## config.mk

```make
export PLATFORM = sky130hd
export DESIGN_NAME = uart_tx_arbiter_flat
export DESIGN_NICKNAME = d
export VERILOG_FILES = /design/src/rtl/uart_tx_arbiter_if.sv /design/src/rtl/uart_tx_arbiter.sv /design/src/flat_wrapper.sv
export SDC_FILE = /design/constraint.sdc
export NUM_CORES = 1
export LEC_CHECK = 0
export CORE_AREA = 3 3 63 88
export DETAILED_ROUTE_END_ITERATION = 10
export DIE_AREA = 0 0 66 91
export HOLD_SLACK_MARGIN = 0.12
export MAX_ROUTING_LAYER = met4
export PLACE_DENSITY = 0.83
export SYNTH_ARGS = -nofsm -noshare
export SYNTH_HDL_FRONTEND = slang
export SYNTH_SLANG_ARGS = --single-unit
```

## constraint.sdc

```tcl
create_clock -name clk -period 3.33 [get_ports clk]
set_clock_uncertainty 0.05 [all_clocks]
set_input_delay 0.666 -clock clk [delete_from_list [all_inputs] [get_ports clk]]
set_output_delay 0.666 -clock clk [all_outputs]
set_load 0.05 [all_outputs]
```

## src/rtl/uart_tx_arbiter_if.sv

```systemverilog
// Byte-stream handshake shared by the requesters, the arbiter and the UART TX core.
// The slave side is the arbiter; the master side is everything around it.
interface uart_tx_arbiter_if;
  logic [3:0]  req_valid;
  logic [31:0] req_data;
  logic [3:0]  req_last;
  logic [3:0]  req_ready;
  logic [7:0]  tx_data;
  logic        tx_start;
  logic        tx_busy;
  logic [3:0]  grant;
  logic        pkt_abort;

  modport master (
    output req_valid, req_data, req_last, tx_busy,
    input  req_ready, tx_data, tx_start, grant, pkt_abort
  );

  modport slave (
    input  req_valid, req_data, req_last, tx_busy,
    output req_ready, tx_data, tx_start, grant, pkt_abort
  );
endinterface

```

## src/rtl/uart_tx_arbiter.sv

```systemverilog
// Round-robin, packet-locked sharing of one UART byte transmitter among 4 requesters.
//   state | meaning
//   IDLE  | no owner; pick next valid requester starting at rr_ptr
//   SEND  | owner granted; launch a byte when it is valid and the UART is free
//   HOLD  | one cycle after tx_start while the UART raises tx_busy
//   DRAIN | wait for tx_busy low, then release or send the next byte
//   GAP   | idle spacing after a release before re-arbitration
module uart_tx_arbiter #(
  parameter int MAX_PKT    = 64,
  parameter int IDLE_TO    = 1024,
  parameter int GAP_CYCLES = 4
) (
  input  logic              clk,
  input  logic              rst,
  uart_tx_arbiter_if.slave  bus
);

  localparam int IDLE_W = $clog2(IDLE_TO);
  localparam int GAP_W  = (GAP_CYCLES > 1) ? $clog2(GAP_CYCLES) : 1;
  localparam logic [IDLE_W-1:0] IDLE_LAST = IDLE_W'(IDLE_TO - 1);
  localparam logic [GAP_W-1:0]  GAP_LOAD  = GAP_W'((GAP_CYCLES > 0) ? GAP_CYCLES - 1 : 0);
  localparam logic [7:0]        PKT_LIMIT = 8'(MAX_PKT);

  typedef enum logic [2:0] {
    IDLE,
    SEND,
    HOLD,
    DRAIN,
    GAP
  } state_t;

  state_t              state_q, state_d;
  logic [3:0]          grant_q, grant_d;
  logic [1:0]          owner_q, owner_d;
  logic [1:0]          rr_ptr_q, rr_ptr_d;
  logic [7:0]          byte_cnt_q, byte_cnt_d;
  logic [IDLE_W-1:0]   idle_cnt_q, idle_cnt_d;
  logic [GAP_W-1:0]    gap_cnt_q, gap_cnt_d;
  logic                last_q, last_d;
  logic [7:0]          tx_data_q, tx_data_d;
  logic                tx_start_q, tx_start_d;
  logic [3:0]          req_ready_q, req_ready_d;
  logic                pkt_abort_q, pkt_abort_d;

  logic                pick_found;
  logic [1:0]          pick_idx;
  logic [1:0]          cand;
  logic                release_now;

  logic                own_valid;
  logic                own_last;
  logic [7:0]          own_data;

  assign own_valid = bus.req_valid[owner_q];
  assign own_last  = bus.req_last[owner_q];
  assign own_data  = bus.req_data[{owner_q, 3'b000} +: 8];

  // Scan from the farthest offset down so the nearest valid index after rr_ptr wins.
  always_comb begin
    pick_found = 1'b0;
    pick_idx   = rr_ptr_q;
    cand       = '0;
    for (int k = 3; k >= 0; k--) begin
      cand = rr_ptr_q + 2'(k);
      if (bus.req_valid[cand]) begin
        pick_found = 1'b1;
        pick_idx   = cand;
      end
    end
  end

  always_comb begin
    state_d     = state_q;
    grant_d     = grant_q;
    owner_d     = owner_q;
    rr_ptr_d    = rr_ptr_q;
    byte_cnt_d  = byte_cnt_q;
    idle_cnt_d  = idle_cnt_q;
    gap_cnt_d   = gap_cnt_q;
    last_d      = last_q;
    tx_data_d   = tx_data_q;
    tx_start_d  = 1'b0;
    req_ready_d = 4'b0000;
    pkt_abort_d = 1'b0;
    release_now = 1'b0;

    case (state_q)
      IDLE: begin
        if (pick_found) begin
          grant_d    = 4'b0001 << pick_idx;
          owner_d    = pick_idx;
          byte_cnt_d = '0;
          idle_cnt_d = '0;
          state_d    = SEND;
        end
      end

      SEND: begin
        if (own_valid && !bus.tx_busy) begin
          tx_data_d   = own_data;
          last_d      = own_last;
          tx_start_d  = 1'b1;
          req_ready_d = 4'b0001 << owner_q;
          byte_cnt_d  = (byte_cnt_q == 8'hFF) ? byte_cnt_q : byte_cnt_q + 8'd1;
          idle_cnt_d  = '0;
          state_d     = HOLD;
        end else if (!own_valid) begin
          if (idle_cnt_q == IDLE_LAST) begin
            pkt_abort_d = 1'b1;
            release_now = 1'b1;
          end else begin
            idle_cnt_d = idle_cnt_q + 1'b1;
          end
        end
      end

      HOLD: state_d = DRAIN;

      DRAIN: begin
        if (!bus.tx_busy) begin
          if (last_q || (byte_cnt_q == PKT_LIMIT)) begin
            release_now = 1'b1;
          end else begin
            state_d = SEND;
          end
        end
      end

      GAP: begin
        if (gap_cnt_q == '0) begin
          state_d = IDLE;
        end else begin
          gap_cnt_d = gap_cnt_q - 1'b1;
        end
      end

      default: state_d = IDLE;
    endcase

    // Every release path funnels here, so the pointer advances exactly once.
    if (release_now) begin
      grant_d  = 4'b0000;
      rr_ptr_d = owner_q + 2'd1;
      if (GAP_CYCLES == 0) begin
        state_d = IDLE;
      end else begin
        state_d   = GAP;
        gap_cnt_d = GAP_LOAD;
      end
    end
  end

  always_ff @(posedge clk) begin
    if (rst) begin
      state_q     <= IDLE;
      grant_q     <= '0;
      owner_q     <= '0;
      rr_ptr_q    <= '0;
      byte_cnt_q  <= '0;
      idle_cnt_q  <= '0;
      gap_cnt_q   <= '0;
      last_q      <= 1'b0;
      tx_data_q   <= '0;
      tx_start_q  <= 1'b0;
      req_ready_q <= '0;
      pkt_abort_q <= 1'b0;
    end else begin
      state_q     <= state_d;
      grant_q     <= grant_d;
      owner_q     <= owner_d;
      rr_ptr_q    <= rr_ptr_d;
      byte_cnt_q  <= byte_cnt_d;
      idle_cnt_q  <= idle_cnt_d;
      gap_cnt_q   <= gap_cnt_d;
      last_q      <= last_d;
      tx_data_q   <= tx_data_d;
      tx_start_q  <= tx_start_d;
      req_ready_q <= req_ready_d;
      pkt_abort_q <= pkt_abort_d;
    end
  end

  assign bus.grant     = grant_q;
  assign bus.tx_data   = tx_data_q;
  assign bus.tx_start  = tx_start_q;
  assign bus.req_ready = req_ready_q;
  assign bus.pkt_abort = pkt_abort_q;

  a_ready_onehot: assert property (@(posedge clk) disable iff (rst) $onehot0(req_ready_q));
  a_ready_with_start: assert property (@(posedge clk) disable iff (rst)
                                       ((req_ready_q != 4'b0000) == tx_start_q));

endmodule

```

## src/flat_wrapper.sv

```systemverilog
// flat-port wrapper written by rule: the top's interface ports become plain ports
module uart_tx_arbiter_flat 
#(
  parameter int MAX_PKT    = 64,
  parameter int IDLE_TO    = 1024,
  parameter int GAP_CYCLES = 4
)
  (clk, rst, bus_req_valid, bus_req_data, bus_req_last, bus_tx_busy, bus_req_ready, bus_tx_data, bus_tx_start, bus_grant, bus_pkt_abort);
  uart_tx_arbiter_if bus_i ();
  input  logic clk;
  input  logic rst;
  input wire logic [$bits(bus_i.req_valid)-1:0] bus_req_valid;
  input wire logic [$bits(bus_i.req_data)-1:0] bus_req_data;
  input wire logic [$bits(bus_i.req_last)-1:0] bus_req_last;
  input wire logic [$bits(bus_i.tx_busy)-1:0] bus_tx_busy;
  output wire logic [$bits(bus_i.req_ready)-1:0] bus_req_ready;
  output wire logic [$bits(bus_i.tx_data)-1:0] bus_tx_data;
  output wire logic [$bits(bus_i.tx_start)-1:0] bus_tx_start;
  output wire logic [$bits(bus_i.grant)-1:0] bus_grant;
  output wire logic [$bits(bus_i.pkt_abort)-1:0] bus_pkt_abort;
  assign bus_i.req_valid = bus_req_valid;
  assign bus_i.req_data = bus_req_data;
  assign bus_i.req_last = bus_req_last;
  assign bus_i.tx_busy = bus_tx_busy;
  assign bus_req_ready = bus_i.req_ready;
  assign bus_tx_data = bus_i.tx_data;
  assign bus_tx_start = bus_i.tx_start;
  assign bus_grant = bus_i.grant;
  assign bus_pkt_abort = bus_i.pkt_abort;
  uart_tx_arbiter #(.MAX_PKT(MAX_PKT), .IDLE_TO(IDLE_TO), .GAP_CYCLES(GAP_CYCLES)) u_core (.clk(clk), .rst(rst), .bus(bus_i));
endmodule
```

==> results of run 1 <==
worst min-delay path, stage by stage (launching register included):
cell and delay, ns:
dfxtp_1 0.32, nand2_1 0.05, a21oi_1 0.05
through the flow:
step / area, um^2 / hold WS, ns / std cells / utilization [%]
2_1_floorplan: 2350 / 0.386 / 269 / -
3_3_place_gp: 3030 / 0.392 / 389 / 62.5
3_5_place_dp: 3030 / 0.401 / 389 / 62.5
4_1_cts: 3140 / 0.411 / 397 / 64.9
5_1_grt: 3140 / 0.429 / 397 / 64.9
6_report: 3140 / 0.409 / 397 / 64.9
synthesized netlist by cell type, types with 2 or more instances:
| cell type | n | area (um^2) |
|---|---|---|
| dfxtp_1 | 46 | 921 |
| nand2_1 | 44 | 165 |
| a21oi_1 | 25 | 125 |
| nor2_1 | 19 | 71.3 |
| inv_1 | 11 | 41.3 |
| mux4_2 | 10 | 225 |
| a211oi_1 | 8 | 60.1 |
| and3_1 | 8 | 50.1 |
| nand3_1 | 8 | 40.0 |
| o21ai_0 | 8 | 40.0 |
| clkbuf_1 | 7 | 26.3 |
| nor3_1 | 6 | 30.0 |
| nor4_1 | 6 | 37.5 |
| or3_1 | 6 | 37.5 |
| nand4_1 | 5 | 31.3 |
| xnor2_1 | 5 | 43.8 |
| ha_1 | 4 | 50.1 |
| nand3b_1 | 4 | 30.0 |
| nor2b_1 | 4 | 25.0 |
| o31ai_1 | 4 | 30.0 |
| mux2i_1 | 3 | 30.0 |
| or4_1 | 3 | 22.5 |
| buf_2 | 2 | 10.0 |
| mux2_2 | 2 | 22.5 |
| nand2b_1 | 2 | 12.5 |
kinds of logic (layout without fill, tap and decap cells):
group           Yosys count  count (layout)
flops                    46              46
mux                      15              15
xor+xnor                  5               5
buf+inv                  21              85
compound gates           56              56
simple gates            122             122
fa+ha+maj                 4               4
power by group through the flow:
stage | sequential [mW] | clock (mW) | combinational, mW
2_1_floorplan | 0.613 | 0 | 0.117
3_3_place_gp | 0.591 | 0 | 0.233
3_5_place_dp | 0.591 | 0 | 0.237
4_1_cts | 0.578 | 0.422 | 0.239
5_1_grt | 0.581 | 0.443 | 0.260
6_report | 0.579 | 0.418 | 0.238
area by class of cell:
class	instances	area, um^2	area share [%]
Clock buffer	5	68.8	2.19
Clock inverter	3	45.0	1.43
Inverter	11	41.3	1.31
Multi-Input combinational cell	202	1340	42.6
Sequential cell	46	921	29.3
Tap cell	64	80.1	2.55
Timing Repair Buffer	66	646	20.6
cells in the final DEF (no fill, tap or decap), types with 2 or more instances in the layout:
| master | count |
|---|---|
| nand3_1 | 8 |
| xnor2_1 | 5 |
| o21ai_0 | 8 |
| mux2i_1 | 3 |
| clkdlybuf4s50_1 | 60 |
| nor2b_1 | 4 |
| dfxtp_1 | 46 |
| nand2b_1 | 2 |
| a211oi_1 | 8 |
| nor2_1 | 19 |
| mux2_2 | 2 |
| inv_1 | 11 |
| and3_1 | 8 |
| nor4_1 | 6 |
| or3_1 | 6 |
| nand4_1 | 5 |
| nor3_1 | 6 |
| ha_1 | 4 |
| clkinvlp_4 | 2 |
| nand3b_1 | 4 |
| a21oi_1 | 25 |
| clkbuf_8 | 5 |
| or4_1 | 3 |
| o31ai_1 | 4 |
| nand2_1 | 44 |
| mux4_2 | 10 |
| buf_4 | 6 |
state kept, by name (all words and copies together), names as in the netlist:
name / flops
u_core.idle_cnt_q: 10
u_core.rr_ptr_q: 2
u_core.bus.pkt_abort: 1
u_core.bus.req_ready: 4
u_core.gap_cnt_q: 2
u_core.bus.grant: 4
u_core.owner_q: 2
u_core.last_q: 1
u_core.bus.tx_data: 8
u_core.byte_cnt_q: 8
u_core.state_q: 3
u_core.bus.tx_start: 1
per-layer routing:
layer	GRT usage (%)	part of all wire [%]	vias up
li1	-	-	1109
met1	25.4	41	1058
met2	35.3	52	84
met3	4.70	5.8	12
met4	6.95	1.9	0
met5	-	0	-
worst paths after layout:
path | from | slack [ns] | cells after the start | endpoint
max reg2reg | u_core.owner_q[1] | 0.96 | 6 | u_core.idle_cnt_q[5]
min | u_core.bus.tx_data[1] | 0.41 | 2 | u_core.bus.tx_data[1]
min reg2reg | u_core.bus.tx_data[1] | 0.41 | 2 | u_core.bus.tx_data[1]
max | bus_req_valid[3] | 0.49 | 6 | u_core.idle_cnt_q[5]
==> flow_metrics.tcl, run 1 <==
set metrics [dict create \
    outcome "finished clean" \
    drcViolationCount 0 \
    diodes 0 \
    avgRoutedWirePerCell_um 14.7 \
    async_flop_share_pct 0 \
    hold_violations 0 \
    grt_pass1_wl_um 10000 \
    timing.final.ws_setup_ns 0.490 \
    p_int_uw 902 \
    gp_congestion 0.883 \
    insertion_delay_ns 0.30 \
    rsz0062_at_grt "no" \
    muxShareOfSynthArea_pct 11.8 \
    yosys_warnings 0 \
    synthAdderAreaFrac_pct 2.13 \
    synthFlopType "dfxtp_1" \
    p_per_area_nw_per_um2 393 \
    die_y_um 91 \
    netlist_instances 269 \
    max-slew-margin-rel_pct 40.2 \
    vias 2263 \
    setup-tns-final_ns 0 \
    antenna_found_initial 0 \
    grt_max_degree 31 \
    die_area_um2 6010 \
    routed_via_density 5.70 \
    syn_to_final_growth_pct 33.7 \
    ctsResizeCount 0 \
    grt_usage_pct 21.3 \
    ir_drop_mv 0.317 \
    finalCritPeriodShare_pct 85.3 \
    slowest_delay_ns 0.55 \
    firstDrtPassIters 4 \
    cp_data_required_time_ns 3.51 \
    ys_seq_area_share_pct 39.2 \
    hp-class "reg2reg" \
    htree_levels 2 \
    p_leak_nw 1.05 \
    die_w_um 66 \
    path_buf_inv 1 \
    synth_top_family_by_area "simple AND/OR/NAND/NOR gates" \
    comb_power_share_pct 19.3 \
    initial_core_util_pct 48.5 \
    p_clk_share_pct 33.8 \
    startpoint_type "input pin" \
    crit_path_max_fanout 8 \
    grt-ovfl-total 0 \
    grt_pass1_vias 2252 \
    core_um2 4840 \
    total_power_mw 1.23 \
    sequentialPowerShare_pct 46.9 \
    path_cells "clkdlybuf4s50_1 > mux4_2 > and3_4 > or3_1 > or4_1 > a21oi_1" \
    ant_nets 0 \
    cts_tree "yes" \
    end_kind "flip-flop" \
    fillers 392 \
    p_switching_uw 333 \
    synth_area_per_cell_um2 8.73 \
    setup_violations 0 \
    critical_path_class "in2reg" \
    synth_cell_types 44 \
    drtIter0Drc 124 \
    clock_path_buffers 2 \
    slowest_stage "mux4_2" \
    syn_nets 316 \
    synth_enable_flop_cells 0 \
    io_pins 61 \
    ys_ff_latch 46 \
    synthXorXnorAreaFrac_pct 1.86 \
    netlist_area_um2 2350 \
    cts_inserted_buffers 5 \
    path_clk_slew_ns 0.09 \
    max-cap-violations 0 \
    yosys.area_share.simple_pct 26.2 \
    drive_above_1_share_pct 9.31 \
    post_cts_buffers 0 \
    final_max_slew_viol_count 0 \
    synth_compound_area_share_pct 15.0 \
    finalCriticalPeriod_ns 2.84 \
    wl_um 5850 \
    fin_nets 379 \
    row_count 30 \
    cts_root_buffer "clkbuf_8" \
    cts_sinks 46 \
    critPathTopFamily "simple AND/OR/NAND/NOR gates" \
    port_buffers 60 \
    hpwl_um 4490 \
    worstMarginPinSlew_ns 0.895 \
    pre_cts_slack_ns 0.191 \
    swShare_pct 26.9 \
    hold_buffers 0 \
    timing.fmax_mhz 352 \
    crit_arrival_ns 3.02 \
]
(Power assumes the default switching activity.)
==> run 2, diff against run 1 <==
--- a/config.mk
+++ b/config.mk
@@ -5,12 +5,13 @@
 export SDC_FILE = /design/constraint.sdc
 export NUM_CORES = 1
 export LEC_CHECK = 0
-export CORE_AREA = 3 3 63 88
+export CORE_AREA = 3 3 67 76
 export DETAILED_ROUTE_END_ITERATION = 10
-export DIE_AREA = 0 0 66 91
+export DIE_AREA = 0 0 70 79
+export DONT_BUFFER_PORTS = 1
 export HOLD_SLACK_MARGIN = 0.12
 export MAX_ROUTING_LAYER = met4
-export PLACE_DENSITY = 0.83
+export PLACE_DENSITY = 0.73
 export SYNTH_ARGS = -nofsm -noshare
 export SYNTH_HDL_FRONTEND = slang
 export SYNTH_SLANG_ARGS = --single-unit
==> flow_metrics.tcl, run 2 (synthesis results as in run 1) <==
set metrics [dict create \
    outcome "finished clean" \
    final_max_slew_viol_count 0 \
    path_clk_slew_ns 0.10 \
    mostFrequentLayoutCells "dfxtp_1, nand2_1, a21oi_1" \
    drive_above_1_share_pct 10.4 \
    die_w_um 70 \
    critPathTopFamily "simple AND/OR/NAND/NOR gates" \
    diodes 0 \
    die_area_um2 5530 \
    htree_levels 2 \
    p_leak_nw 0.813 \
    ant_nets 0 \
    holdWs_ns 0.361 \
    avgRoutedWirePerCell_um 15.8 \
    critical_path_class "reg2reg" \
    cp_data_required_time_ns 3.52 \
    regMostFlops "u_core.idle_cnt_q" \
    finalCritPeriodShare_pct 71.0 \
    grt_usage_pct 19.4 \
    io_pins 61 \
    hold_violations 0 \
    finalCriticalPeriod_ns 2.37 \
    gp_congestion 0.841 \
    slowest_stage "or3_1" \
    setup-tns-final_ns 0 \
    cts_inserted_buffers 5 \
    ir_drop_mv 0.358 \
    routed_via_density 6.24 \
    cts_root_buffer "clkbuf_8" \
    p_per_area_nw_per_um2 445 \
    initial_core_util_pct 54.4 \
    grt_pass1_wl_um 8500 \
    clock_path_buffers 2 \
    total_power_mw 1.11 \
    grt-ovfl-total 0 \
    core_um2 4320 \
    drcViolationCount 0 \
    cts_tree "yes" \
    die_y_um 79 \
    hp-class "in2reg" \
    insertion_delay_ns 0.31 \
    antenna_found_initial 0 \
    fin_nets 316 \
    setup_violations 0 \
    mostFrequentLayoutCell "dfxtp_1" \
    fillers 397 \
    crit_path_max_fanout 8 \
    max-slew-margin-rel_pct 46.6 \
    port_buffers 0 \
    cts_sinks 46 \
    grt_max_degree 32 \
    grt_pass1_vias 1891 \
    vias 2022 \
    startpoint_type "flip-flop" \
    largest_register_ffs 10 \
    worstMarginPinSlew_ns 0.800 \
    syn_to_final_growth_pct 5.86 \
    path_buf_inv 0 \
    hold_buffers 0 \
    max-cap-violations 0 \
    row_count 25 \
    timing.fmax_mhz 423 \
    path_cells "nor2_1 > o21ai_1 > or3_1 > or4_1 > a21oi_1" \
    end_kind "flip-flop" \
    wl_um 5110 \
    post_cts_buffers 0 \
    hpwl_um 3720 \
    crit_arrival_ns 2.55 \
    firstDrtPassIters 4 \
    rsz0062_at_grt "no" \
    slowest_delay_ns 0.56 \
    ctsResizeCount 0 \
    drtIter0Drc 121 \
]
==> run 2: changes by cell type in the layout (fill, tap and decap cells not counted), sizes merged <==
cell           change
buf                -3
bufinv             -1
clkdlybuf4s50     -60
clkinvlp           -2
inv                +3
==> run 2: per-layer routing <==
layer / vias to the layer above / routed length (um) / track usage [%] / share of wire [%]
met3: 8 / 318 / 5.57 / 6.2
met5: - / 0 / - / 0
met1: 967 / 2240 / 23.3 / 44
met2: 61 / 2510 / 31.6 / 49
li1: 986 / - / - / -
met4: 0 / 44 / 6.13 / 0.86
==> run 2: power by group <==
part | switching, mW | internal, mW
registers | 0.0421 | 0.565
clock network | 0.210 | 0.156
logic | 0.0755 | 0.0575
total | 0.328 | 0.779
==> run 2: layout make-up <==
cell class / count / area [um^2] / area share [%]
Clock buffer: 5 / 68.8 / 2.77
Timing Repair Buffer: 3 / 22.5 / 0.906
Multi-Input combinational cell: 202 / 1340 / 53.8
Tap cell: 54 / 67.6 / 2.72
Clock inverter: 3 / 26.3 / 1.06
Sequential cell: 46 / 921 / 37.0
Inverter: 11 / 41.3 / 1.66
==> run 2: path summary, 6_finish.rpt <==
| check | slack [ns] | to | startpoint | cells after the start |
|---|---|---|---|---|
| worst min-delay path | 0.36 | u_core.bus.tx_data[1] | rst | 1 |
| worst max register to register | 0.96 | u_core.idle_cnt_q[8] | u_core.state_q[2] | 5 |
| worst min register to register | 0.43 | u_core.idle_cnt_q[1] | u_core.idle_cnt_q[1] | 2 |
| worst max-delay path | 0.96 | u_core.idle_cnt_q[8] | u_core.state_q[2] | 5 |
==> run 2: through the flow <==
stage,instance area (um^2),cells,worst slack (ns),util [%]
after floorplan,2350,269,0.845,-
after global placement,2390,316,0.789,55.4
after detailed placement,2390,316,0.744,55.4
after CTS,2490,324,0.985,57.6
after global routing,2490,324,0.814,57.6
final,2490,324,0.965,57.6
==> run 3, diff against run 2 <==
==> constraint.sdc (replaced) <==
create_clock -name clk -period 2.21 [get_ports clk]
set_clock_uncertainty 0.05 [all_clocks]
set_input_delay 0.442 -clock clk [delete_from_list [all_inputs] [get_ports clk]]
set_output_delay 0.442 -clock clk [all_outputs]
set_load 0.05 [all_outputs]
==> flow_metrics.tcl, run 3 (synthesis results as in run 1) <==
set metrics [dict create \
    worstMarginPinSlew_ns 0.665 \
    drive_above_1_share_pct 14.6 \
    total_power_mw 1.76 \
    p_leak_nw 0.884 \
    initial_core_util_pct 54.4 \
    final_max_slew_viol_count 0 \
    grt_pass1_wl_um 9070 \
    post_cts_buffers 0 \
    finalCritPeriodShare_pct 98.2 \
    max-slew-margin-rel_pct 55.5 \
    cts_inserted_buffers 5 \
    startpoint_type "flip-flop" \
    ant_nets 0 \
    setup-tns-final_ns 0 \
    path_clk_slew_ns 0.09 \
    finalCriticalPeriod_ns 2.17 \
    grt_pass1_vias 1956 \
    seqCellArea_um2 925 \
    vias 2021 \
    hold_violations 0 \
    diodes 0 \
    crit_path_max_fanout 5 \
    end_kind "flip-flop" \
    io_pins 61 \
    drcViolationCount 0 \
    max-cap-violations 0 \
    row_count 25 \
    syn_to_final_growth_pct 11.2 \
    dp.cells 326 \
    die_y_um 79 \
    fin_nets 326 \
    cts_root_buffer "clkbuf_8" \
    p_per_area_nw_per_um2 674 \
    regMostFlops "u_core.idle_cnt_q" \
    cts_tree "yes" \
    fillers 379 \
    die_area_um2 5530 \
    insertion_delay_ns 0.30 \
    outcome "finished clean" \
    port_buffers 0 \
    layout.cells.non_filler 334 \
    cts_sinks 46 \
    grt_max_degree 32 \
    cp_data_required_time_ns 2.38 \
    hp-class "in2reg" \
    mostFrequentLayoutCells "dfxtp_1, nand2_1, a21oi_1" \
    gp_congestion 0.861 \
    largest_register_ffs 10 \
    timing.fmax_mhz 461 \
    clock_path_buffers 2 \
    reg2reg_slack_ns 0.04 \
    hpwl_um 3940 \
    mostFrequentLayoutCell "dfxtp_1" \
    htree_levels 2 \
    grt-ovfl-total 0 \
    wl_um 5430 \
    crit_arrival_ns 2.34 \
    core_um2 4320 \
    antenna_found_initial 0 \
    critical_path_class "reg2reg" \
    setup_violations 0 \
    avgRoutedWirePerCell_um 16.3 \
    hold_buffers 0 \
    grt_usage_pct 20.6 \
    firstDrtPassIters 4 \
    routed_via_density 6.05 \
    drtIter0Drc 81 \
    die_w_um 70 \
    ir_drop_mv 0.426 \
    multiInputGateArea_um2 1370 \
]
[run 3: cell count changes in the layout (fill, tap and decap cells not counted), sizes merged]
cell / previous run / this run
buf: 3 / 13
inv: 14 / 11
bufinv: 0 / 1
clkinv: 0 / 2
[run 3: through the flow]
stage                     hold slack [ns]  setup slack, ns  util [%]  cell area [um^2]
final                               0.140           0.0399      60.5              2610
after floorplan                     0.386          -0.0392         -              2360
after global placement              0.396           0.0390      57.2              2470
after global routing                0.136          -0.0133      60.5              2610
after CTS                           0.133           0.0192      59.7              2580
after detailed placement            0.401          0.00888      57.2              2470
[run 3: power breakdown]
group / total, mW / switching (mW) / internal, mW / leakage, nW
logic: 0.226 / 0.122 / 0.105 / 0.453
clock network: 0.620 / 0.287 / 0.333 / 0.0579
registers: 0.914 / 0.0624 / 0.851 / 0.373
total: 1.76 / 0.471 / 1.29 / 0.884
[run 3: worst paths after layout]
| check | start | endpoint | cells past startpoint |
|---|---|---|---|
| worst max register to register | u_core.owner_q[0] | u_core.idle_cnt_q[8] | 5 |
| worst min-delay path | rst | u_core.owner_q[0] | 1 |
| worst min register to register | u_core.last_q | u_core.last_q | 2 |
| worst max-delay path | u_core.owner_q[0] | u_core.idle_cnt_q[8] | 5 |
[run 3: timing repair]
action | 4_1_cts | 5_1_grt
endpoints found under the setup margin | 0 | 15
endpoints found under the hold margin | 0 | 0
resized for setup | 0 | 5
[run 3: area by class of cell]
class                           count  area share (%)
Multi-Input combinational cell    202            52.5
Sequential cell                    46            35.4
Timing Repair Buffer               13            3.74
Clock buffer                        5            2.63
Tap cell                           54            2.59
Inverter                           11            1.58
Clock inverter                      3            1.53
[run 3: worst max-delay path: stages, from the launching register on]
cell and delay (ns):
dfxtp_4 0.38, mux4_2 0.52, and3_4 0.17, or3_4 0.35
or4_1 0.47, a21oi_1 0.16
[run 3: routing by layer]
metal	global-route usage, %	wire [um]	vias to the layer above
met3	5.44	350	6
met4	6.32	69	0
met2	33.0	2650	66
met5	-	0	-
li1	-	-	998
met1	25.6	2360	951
